==> src/rtl/esc_pkg.sv <==
// Shared encodings for the ESC drive path: sequencer states, fault codes and hall legality.
package esc_pkg;

    typedef enum logic [2:0] {
        S_IDLE      = 3'd0,
        S_RUN       = 3'd1,
        S_STOP_RAMP = 3'd2,
        S_COAST     = 3'd3,
        S_BRAKE     = 3'd4,
        S_FAULT     = 3'd5
    } esc_state_e;

    localparam logic [1:0] FLT_NONE  = 2'd0;
    localparam logic [1:0] FLT_HALL  = 2'd1;
    localparam logic [1:0] FLT_STALL = 2'd2;

    // All-low and all-high hall codes cannot occur on a healthy 120-degree sensor set.
    localparam logic [2:0] HALL_ALL_LOW  = 3'b000;
    localparam logic [2:0] HALL_ALL_HIGH = 3'b111;

    function automatic logic hall_legal(input logic [2:0] code);
        return (code != HALL_ALL_LOW) && (code != HALL_ALL_HIGH);
    endfunction

endpackage

==> src/rtl/esc_drive_sequencer_if.sv <==
// Operator request / commutator control bundle of the drive sequencer.
interface esc_drive_sequencer_if #(
    parameter int unsigned PWM_BITS = 12
);
    logic                enable_req;
    logic [PWM_BITS-1:0] duty_target;
    logic                dir_req;
    logic                brake_req;
    logic                clear_fault;
    logic                hall_1;
    logic                hall_2;
    logic                hall_3;
    logic                run_en;
    logic [PWM_BITS-1:0] duty;
    logic                dir;
    logic                brake;
    logic                coast;
    logic [2:0]          state;
    logic                fault;
    logic [1:0]          fault_code;

    modport master (
        output enable_req, duty_target, dir_req, brake_req, clear_fault,
        output hall_1, hall_2, hall_3,
        input  run_en, duty, dir, brake, coast, state, fault, fault_code
    );

    modport slave (
        input  enable_req, duty_target, dir_req, brake_req, clear_fault,
        input  hall_1, hall_2, hall_3,
        output run_en, duty, dir, brake, coast, state, fault, fault_code
    );
endinterface

==> src/rtl/esc_duty_ramp.sv <==
// Slew-limited duty generator: a prescaler paces steps of at most RAMP_STEP toward target_i.
module esc_duty_ramp #(
    parameter int unsigned PWM_BITS  = 12,
    parameter int unsigned RAMP_DIV  = 1000,
    parameter int unsigned RAMP_STEP = 16
) (
    input  logic                clk_ctrl,
    input  logic                rst_ctrl,
    input  logic                load_zero_i,  // force duty and prescaler to zero
    input  logic                restart_i,    // restart the prescaler, hold duty
    input  logic [PWM_BITS-1:0] target_i,
    output logic [PWM_BITS-1:0] duty_o
);
    localparam int unsigned PRE_W = (RAMP_DIV > 1) ? $clog2(RAMP_DIV) : 1;
    localparam int unsigned EXT_W = PWM_BITS + 1;
    localparam logic [EXT_W-1:0] STEP_EXT = EXT_W'(RAMP_STEP);
    localparam logic [PRE_W-1:0] PRE_LAST = PRE_W'(RAMP_DIV - 1);

    logic [PRE_W-1:0]    pre_q, pre_d;
    logic [PWM_BITS-1:0] duty_q, duty_d;
    logic [EXT_W-1:0]    cur_ext, tgt_ext, gap, step, stepped;
    logic                tick;

    assign tick = (pre_q == PRE_LAST);

    // One saturating step toward the target; the extra bit keeps the gap from wrapping.
    always_comb begin
        cur_ext = {1'b0, duty_q};
        tgt_ext = {1'b0, target_i};
        gap     = (tgt_ext > cur_ext) ? (tgt_ext - cur_ext) : (cur_ext - tgt_ext);
        step    = (gap > STEP_EXT) ? STEP_EXT : gap;
        stepped = (tgt_ext > cur_ext) ? (cur_ext + step) : (cur_ext - step);
    end

    // Prescaler advance and duty update on each tick.
    always_comb begin
        pre_d  = pre_q;
        duty_d = duty_q;
        if (load_zero_i) begin
            pre_d  = '0;
            duty_d = '0;
        end else if (restart_i) begin
            pre_d = '0;
        end else if (tick) begin
            pre_d  = '0;
            duty_d = stepped[PWM_BITS-1:0];
        end else begin
            pre_d = pre_q + 1'b1;
        end
    end

    // Ramp state registers.
    always_ff @(posedge clk_ctrl or posedge rst_ctrl) begin
        if (rst_ctrl) begin
            pre_q  <= '0;
            duty_q <= '0;
        end else begin
            pre_q  <= pre_d;
            duty_q <= duty_d;
        end
    end

    assign duty_o = duty_q;
endmodule

==> src/rtl/esc_drive_sequencer.sv <==
// Supervisory sequencer for the six-step commutator: ramps, safe reversal, stop modes, hall faults.
module esc_drive_sequencer
    import esc_pkg::*;
#(
    parameter int unsigned PWM_BITS       = 12,
    parameter int unsigned RAMP_DIV       = 1000,
    parameter int unsigned RAMP_STEP      = 16,
    parameter int unsigned COAST_CYCLES   = 100000,
    parameter int unsigned BRAKE_CYCLES   = 200000,
    parameter int unsigned STALL_CYCLES   = 10000000,
    parameter int unsigned STALL_MIN_DUTY = 256,
    parameter int unsigned HALL_BAD_MAX   = 4
) (
    input logic                  clk_ctrl,
    input logic                  rst_ctrl,
    esc_drive_sequencer_if.slave bus
);
    localparam int unsigned DWELL_MAX = (COAST_CYCLES > BRAKE_CYCLES) ? COAST_CYCLES : BRAKE_CYCLES;
    localparam int unsigned DWELL_W   = $clog2(DWELL_MAX + 1);
    localparam int unsigned STALL_W   = $clog2(STALL_CYCLES + 1);
    localparam int unsigned BAD_W     = $clog2(HALL_BAD_MAX + 1);
    localparam logic [DWELL_W-1:0]  BRAKE_LAST = DWELL_W'(BRAKE_CYCLES - 1);
    localparam logic [DWELL_W-1:0]  COAST_LAST = DWELL_W'(COAST_CYCLES - 1);
    localparam logic [STALL_W-1:0]  STALL_TRIP = STALL_W'(STALL_CYCLES);
    localparam logic [BAD_W-1:0]    BAD_LAST   = BAD_W'(HALL_BAD_MAX - 1);
    localparam logic [PWM_BITS-1:0] MIN_DUTY   = PWM_BITS'(STALL_MIN_DUTY);

    (* ASYNC_REG = "TRUE" *) logic [2:0] hall_meta_q;
    (* ASYNC_REG = "TRUE" *) logic [2:0] hall_sync_q;
    logic [2:0]          hall_prev_q;
    esc_state_e          state_q, state_d;
    logic                dir_q, dir_d, run_en_q, run_en_d, brake_q, brake_d, coast_q, coast_d;
    logic                fault_q, fault_d;
    logic [1:0]          fault_code_q, fault_code_d;
    logic [DWELL_W-1:0]  dwell_q, dwell_d;
    logic [STALL_W-1:0]  stall_cnt_q, stall_cnt_d;
    logic [BAD_W-1:0]    bad_cnt_q, bad_cnt_d;
    logic [PWM_BITS-1:0] duty, ramp_target;
    logic                driving, hall_bad, hall_trip, stall_trip, ramp_zero, ramp_restart;

    // Hall synchroniser plus delayed copy for edge detection.
    always_ff @(posedge clk_ctrl or posedge rst_ctrl) begin
        if (rst_ctrl) begin
            hall_meta_q <= '0;
            hall_sync_q <= '0;
            hall_prev_q <= '0;
        end else begin
            hall_meta_q <= {bus.hall_3, bus.hall_2, bus.hall_1};
            hall_sync_q <= hall_meta_q;
            hall_prev_q <= hall_sync_q;
        end
    end

    // Fault monitors, live only while the bridge is being driven.
    always_comb begin
        driving     = (state_q == S_RUN) || (state_q == S_STOP_RAMP);
        hall_bad    = !hall_legal(hall_sync_q);
        bad_cnt_d   = (driving && hall_bad) ? bad_cnt_q + 1'b1 : '0;
        stall_cnt_d = (driving && (hall_sync_q == hall_prev_q) && (duty >= MIN_DUTY)) ?
                      stall_cnt_q + 1'b1 : '0;
        hall_trip   = driving && hall_bad && (bad_cnt_q == BAD_LAST);
        stall_trip  = driving && (stall_cnt_d == STALL_TRIP);
    end

    // Next-state, fault latch and registered output decode.
    always_comb begin
        state_d      = state_q;
        dir_d        = dir_q;
        fault_d      = fault_q;
        fault_code_d = fault_code_q;
        case (state_q)
            S_IDLE: begin
                if (bus.enable_req) begin
                    state_d = S_RUN;
                    dir_d   = bus.dir_req;
                end
            end
            S_RUN: begin
                if (!bus.enable_req || (bus.dir_req != dir_q)) state_d = S_STOP_RAMP;
            end
            S_STOP_RAMP: begin
                if (bus.enable_req && (bus.dir_req == dir_q)) state_d = S_RUN;
                else if (duty == '0) state_d = bus.brake_req ? S_BRAKE : S_COAST;
            end
            S_BRAKE: if (dwell_q == BRAKE_LAST) state_d = S_COAST;
            S_COAST: if (dwell_q == COAST_LAST) state_d = S_IDLE;
            S_FAULT: begin
                if (bus.clear_fault && !bus.enable_req) begin
                    state_d      = S_IDLE;
                    fault_d      = 1'b0;
                    fault_code_d = FLT_NONE;
                end
            end
            default: state_d = S_IDLE;
        endcase
        // A fault overrides whatever transition was chosen above.
        if (hall_trip || stall_trip) begin
            state_d      = S_FAULT;
            fault_d      = 1'b1;
            fault_code_d = hall_trip ? FLT_HALL : FLT_STALL;
        end
        dwell_d  = ((state_d == state_q) && ((state_q == S_BRAKE) || (state_q == S_COAST))) ?
                   dwell_q + 1'b1 : '0;
        run_en_d = state_d inside {S_RUN, S_STOP_RAMP, S_BRAKE};
        brake_d  = (state_d == S_BRAKE);
        coast_d  = state_d inside {S_IDLE, S_COAST, S_FAULT};
        // Ramp follows the upcoming state so duty is already zero when the bridge goes idle.
        ramp_zero    = !(state_d inside {S_RUN, S_STOP_RAMP});
        ramp_restart = (state_d != state_q);
        ramp_target  = (state_d == S_RUN) ? bus.duty_target : '0;
    end

    // Sequencer state and output registers.
    always_ff @(posedge clk_ctrl or posedge rst_ctrl) begin
        if (rst_ctrl) begin
            state_q      <= S_IDLE;
            dir_q        <= 1'b0;
            run_en_q     <= 1'b0;
            brake_q      <= 1'b0;
            coast_q      <= 1'b1;
            fault_q      <= 1'b0;
            fault_code_q <= FLT_NONE;
            dwell_q      <= '0;
            stall_cnt_q  <= '0;
            bad_cnt_q    <= '0;
        end else begin
            state_q      <= state_d;
            dir_q        <= dir_d;
            run_en_q     <= run_en_d;
            brake_q      <= brake_d;
            coast_q      <= coast_d;
            fault_q      <= fault_d;
            fault_code_q <= fault_code_d;
            dwell_q      <= dwell_d;
            stall_cnt_q  <= stall_cnt_d;
            bad_cnt_q    <= bad_cnt_d;
        end
    end

    esc_duty_ramp #(
        .PWM_BITS (PWM_BITS),
        .RAMP_DIV (RAMP_DIV),
        .RAMP_STEP(RAMP_STEP)
    ) u_ramp (
        .clk_ctrl   (clk_ctrl),
        .rst_ctrl   (rst_ctrl),
        .load_zero_i(ramp_zero),
        .restart_i  (ramp_restart),
        .target_i   (ramp_target),
        .duty_o     (duty)
    );

    assign bus.run_en     = run_en_q;
    assign bus.duty       = duty;
    assign bus.dir        = dir_q;
    assign bus.brake      = brake_q;
    assign bus.coast      = coast_q;
    assign bus.state      = state_q;
    assign bus.fault      = fault_q;
    assign bus.fault_code = fault_code_q;
endmodule

==> src/flat_wrapper.sv <==
// flat-port wrapper written by rule: the top's interface ports become plain ports
module esc_drive_sequencer_flat import esc_pkg::*;
#(
    parameter int unsigned PWM_BITS       = 12,
    parameter int unsigned RAMP_DIV       = 1000,
    parameter int unsigned RAMP_STEP      = 16,
    parameter int unsigned COAST_CYCLES   = 100000,
    parameter int unsigned BRAKE_CYCLES   = 200000,
    parameter int unsigned STALL_CYCLES   = 10000000,
    parameter int unsigned STALL_MIN_DUTY = 256,
    parameter int unsigned HALL_BAD_MAX   = 4
)
  (clk_ctrl, rst_ctrl, bus_enable_req, bus_duty_target, bus_dir_req, bus_brake_req, bus_clear_fault, bus_hall_1, bus_hall_2, bus_hall_3, bus_run_en, bus_duty, bus_dir, bus_brake, bus_coast, bus_state, bus_fault, bus_fault_code);
  esc_drive_sequencer_if #(.PWM_BITS(PWM_BITS)) bus_i ();
  input logic clk_ctrl;
  input logic rst_ctrl;
  input wire logic [$bits(bus_i.enable_req)-1:0] bus_enable_req;
  input wire logic [$bits(bus_i.duty_target)-1:0] bus_duty_target;
  input wire logic [$bits(bus_i.dir_req)-1:0] bus_dir_req;
  input wire logic [$bits(bus_i.brake_req)-1:0] bus_brake_req;
  input wire logic [$bits(bus_i.clear_fault)-1:0] bus_clear_fault;
  input wire logic [$bits(bus_i.hall_1)-1:0] bus_hall_1;
  input wire logic [$bits(bus_i.hall_2)-1:0] bus_hall_2;
  input wire logic [$bits(bus_i.hall_3)-1:0] bus_hall_3;
  output wire logic [$bits(bus_i.run_en)-1:0] bus_run_en;
  output wire logic [$bits(bus_i.duty)-1:0] bus_duty;
  output wire logic [$bits(bus_i.dir)-1:0] bus_dir;
  output wire logic [$bits(bus_i.brake)-1:0] bus_brake;
  output wire logic [$bits(bus_i.coast)-1:0] bus_coast;
  output wire logic [$bits(bus_i.state)-1:0] bus_state;
  output wire logic [$bits(bus_i.fault)-1:0] bus_fault;
  output wire logic [$bits(bus_i.fault_code)-1:0] bus_fault_code;
  assign bus_i.enable_req = bus_enable_req;
  assign bus_i.duty_target = bus_duty_target;
  assign bus_i.dir_req = bus_dir_req;
  assign bus_i.brake_req = bus_brake_req;
  assign bus_i.clear_fault = bus_clear_fault;
  assign bus_i.hall_1 = bus_hall_1;
  assign bus_i.hall_2 = bus_hall_2;
  assign bus_i.hall_3 = bus_hall_3;
  assign bus_run_en = bus_i.run_en;
  assign bus_duty = bus_i.duty;
  assign bus_dir = bus_i.dir;
  assign bus_brake = bus_i.brake;
  assign bus_coast = bus_i.coast;
  assign bus_state = bus_i.state;
  assign bus_fault = bus_i.fault;
  assign bus_fault_code = bus_i.fault_code;
  esc_drive_sequencer #(.PWM_BITS(PWM_BITS), .RAMP_DIV(RAMP_DIV), .RAMP_STEP(RAMP_STEP), .COAST_CYCLES(COAST_CYCLES), .BRAKE_CYCLES(BRAKE_CYCLES), .STALL_CYCLES(STALL_CYCLES), .STALL_MIN_DUTY(STALL_MIN_DUTY), .HALL_BAD_MAX(HALL_BAD_MAX)) u_core (.clk_ctrl(clk_ctrl), .rst_ctrl(rst_ctrl), .bus(bus_i));
endmodule
==> config.mk <==
export PLATFORM = sky130hd
export DESIGN_NAME = esc_drive_sequencer_flat
export DESIGN_NICKNAME = d
export VERILOG_FILES = /design/src/rtl/esc_pkg.sv /design/src/rtl/esc_drive_sequencer_if.sv /design/src/rtl/esc_duty_ramp.sv /design/src/rtl/esc_drive_sequencer.sv /design/src/flat_wrapper.sv
export SDC_FILE = /design/constraint.sdc
export NUM_CORES = 1
export LEC_CHECK = 0
export CORE_MARGIN = 1
export CORE_UTILIZATION = 49
export CTS_BUF_LIST = sky130_fd_sc_hd__clkbuf_4 sky130_fd_sc_hd__clkbuf_8
export CTS_CLUSTER_SIZE = 24
export DETAILED_ROUTE_END_ITERATION = 12
export PLACE_DENSITY = 0.71
export SYNTH_ARGS = -nofsm -noshare
export SYNTH_HDL_FRONTEND = slang
export SYNTH_SLANG_ARGS = --single-unit
==> constraint.sdc <==
create_clock -name clk_ctrl -period 7.9 [get_ports clk_ctrl]
set_input_delay 1.185 -clock clk_ctrl [delete_from_list [all_inputs] [get_ports clk_ctrl]]
set_output_delay 1.185 -clock clk_ctrl [all_outputs]
set_load 0.01 [all_outputs]
==> metrics.csv <==
metric,value,unit
final_util,0.665,
hold_viol,0,
grt_overflow,0,
yosysSeqAreaShare,0.330,
min_from,u_core.hall_meta_q[2],
fin_crit_sh,0.963,
antenna_left,0,
cts.path.max_buffers,2,
crit_path_end_kind,flop,
die_h,117,µm
synthToLayoutAreaGrowth,30.2,%
slowest_stage,clkdlybuf4s50_1,
synth-edff-count,0,
ios,43,
rows,41,
rsz0062_at_grt,yes,
dp.cells,1035,
wl_per_cell,15.9,µm
fin_nets,957,
worst_pin_slew,1.06,ns
cts_hold_buffers,0,
multi_input_area,4420,µm²
relSlewSlack,0.292,
reg2reg_depth,40,
synth_cell_types,89,
tns,0,ns
seq_area,2160,µm²
drc_errors,0,
critPathArrivalTime,7.91,ns
drive_above_1_share,0.276,
hold_class,reg2reg,
grtUsageTotal,0.246,
synthFlopType,dfrtp_1,
diodes,0,
drv_cap,0,
p_per_area,90.3,nW/µm²
r2r-end,u_core.u_ramp.duty_o[11],
hold_depth,0,
vias,6060,
design.core.area,12800,µm²
htreeDepth,3,
period_minus_slack,7.61,ns
drt_iter0_drc,395,
ys_warn_count,0,
antenna_found_initial,0,
viasPerCell,5.68,
place_congestion,0.932,
r2r-start,u_core.stall_cnt_q[1],
syn_area_per_cell,8.77,µm²
max_stage_delay,0.49,ns
fmax,131,MHz
grt_pass1_wl,27600,µm
place.port_buffers,42,
start_util,0.511,
grt_max_degree,87,
synth-seq-cells,86,
fin_skew,0.00898,ns
root_buffer,clkbuf_8,
drv_slew,0,
path_class,in2reg,
clk_latency,0.38,ns
leakage,3.74,nW
place.detailed.hpwl,12600,µm
syn_area,6520,µm²
die_w,117,µm
start_kind,primary input,
fillers,1033,
required,8.20,ns
syn_inst,744,
clk_pin_slew,0.09,ns
final_common_cell,buf_4,
cts_tree,done,
ir_drop,0.000118,V
layout_common_cells,"108 x buf_4, 80 x dfrtp_1, 74 x nor2_1",
totalWireLength,17000,µm
first_global_vias,5781,
cts_sinks,86,
holdPathEnd,u_core.hall_sync_q[2],
firstDrtPassIters,7,
finalSetupViolations,0,
cts_buffers,9,
critPathMaxFanout,6,
dieArea,13800,µm²
syn-num-nets,811,
cpMostUsedCell,nand2_1,
outcome,"finished, final reports clean",
async_flop_share,1.00,
regToRegSetupSlack,0.31,ns
stdcell_count,1067,
[power by group]
group / internal [mW] / switching, mW / total [mW]
sequential: 0.442 / 0.00159 / 0.444
combinational: 0.0115 / 0.0124 / 0.0240
clock: 0.130 / 0.169 / 0.299
[registers in the layout, summed over array words and instances (netlist names), 2 cells and up]
name	flops
u_core.hall_meta_q	3
u_core.hall_prev_q	3
u_core.bus.state	3
u_core.u_ramp.duty_o	12
u_core.bus.fault_code	2
u_core.hall_sync_q	3
u_core.u_ramp.pre_q	10
u_core.stall_cnt_q	24
u_core.dwell_q	18
u_core.bad_cnt_q	3
[kinds of logic (layout without fill, tap and decap cells)]
group,count (synthesis),after routing,synth area share
multiplexers,6,6,0.00959
flip-flops,86,86,0.330
XOR/XNOR,66,66,0.0898
buffers and inverters,70,221,0.0489
AO/OA/AOI/OAI,154,154,0.164
AND/OR/NAND/NOR,316,316,0.266
adder cells (fa/ha/maj),46,46,0.0917
[worst max path at each step]
stage,cells after the start,endpoint,startpoint
after floorplan,40,u_core.u_ramp.duty_o[11],u_core.stall_cnt_q[0]
after global placement,35,u_core.u_ramp.duty_o[11],bus_dir_req
final,38,u_core.u_ramp.duty_o[11],bus_dir_req
after detailed placement,36,u_core.u_ramp.duty_o[11],bus_dir_req
after global routing,40,u_core.u_ramp.duty_o[11],u_core.stall_cnt_q[1]
after CTS,39,u_core.u_ramp.duty_o[11],u_core.stall_cnt_q[0]
[stage by stage]
stage	hold WS [ns]	worst slack, ns	instance area (µm²)	power, mW
after detailed placement	0.340	-0.373	7770	0.477
after global placement	0.335	-0.0795	7770	0.476
after global routing	0.372	-0.120	8490	0.794
after CTS	0.359	0.00762	7990	0.773
final	0.357	0.295	8490	0.767
after floorplan	0.331	0.257	6520	0.461
[synthesized netlist by cell type, drive strengths merged (3+ instances only)]
| master | instances | area, µm² |
|---|---|---|
| a21o | 11 | 82.6 |
| o21ai | 46 | 264 |
| and3 | 13 | 85.1 |
| or4 | 3 | 26.3 |
| and4 | 8 | 73.8 |
| nand3 | 33 | 165 |
| o21a | 3 | 22.5 |
| ha | 43 | 538 |
| nor2b | 8 | 52.6 |
| nor4 | 15 | 109 |
| fa | 3 | 60.1 |
| a211o | 3 | 27.5 |
| nor3 | 16 | 96.4 |
| nor3b | 3 | 22.5 |
| or3b | 4 | 35.0 |
| mux2i | 4 | 40.0 |
| xor2 | 32 | 280 |
| a21boi | 6 | 45.1 |
| nand2 | 73 | 274 |
| nand3b | 4 | 30.0 |
| nand4 | 20 | 168 |
| xnor2 | 34 | 305 |
| nand2b | 9 | 56.3 |
| or3 | 9 | 66.3 |
| buf | 18 | 123 |
| dfrtp | 85 | 2130 |
| o211ai | 7 | 62.6 |
| nor4b | 3 | 41.3 |
| nor2 | 77 | 289 |
| a21oi | 34 | 170 |
| inv | 46 | 173 |
| a31oi | 5 | 31.3 |
| a211oi | 10 | 80.1 |
| clkbuf | 6 | 23.8 |
| o31ai | 4 | 30.0 |
| and2 | 8 | 52.6 |
| or2 | 3 | 18.8 |
[repair_timing]
action / in CTS / in global routing
setup endpoints to repair: 1 / 5
pin swaps: 1 / 35
buffers inserted: 0 / 14
cloned: 0 / 1
resized for setup: 8 / 89
[critical path: cells and delay by family]
family                     cells  cell delay, ns
buffers and inverters          7            1.25
adders and majority gates      3            0.77
AOI/OAI and AO/OA             12            2.02
muxes                          2            0.40
xor gates and xnor gates       1            0.15
and+or+nand+nor               13            2.12
[layer usage]
layer  global-route usage  vias up  share of wire
met2                0.396      169           0.48
li1                     -     2945              -
met1                0.337     2915           0.46
met5                    0        -              0
met4               0.0820        0          0.020
met3               0.0389       31          0.045
[layout make-up]
class	count	area share
Timing Repair Buffer	159	0.157
Tap cell	172	0.0253
Multi-Input combinational cell	588	0.521
Clock inverter	5	0.00486
Sequential cell	86	0.254
Inverter	46	0.0208
Clock buffer	11	0.0171
(Power assumes the default switching activity.)
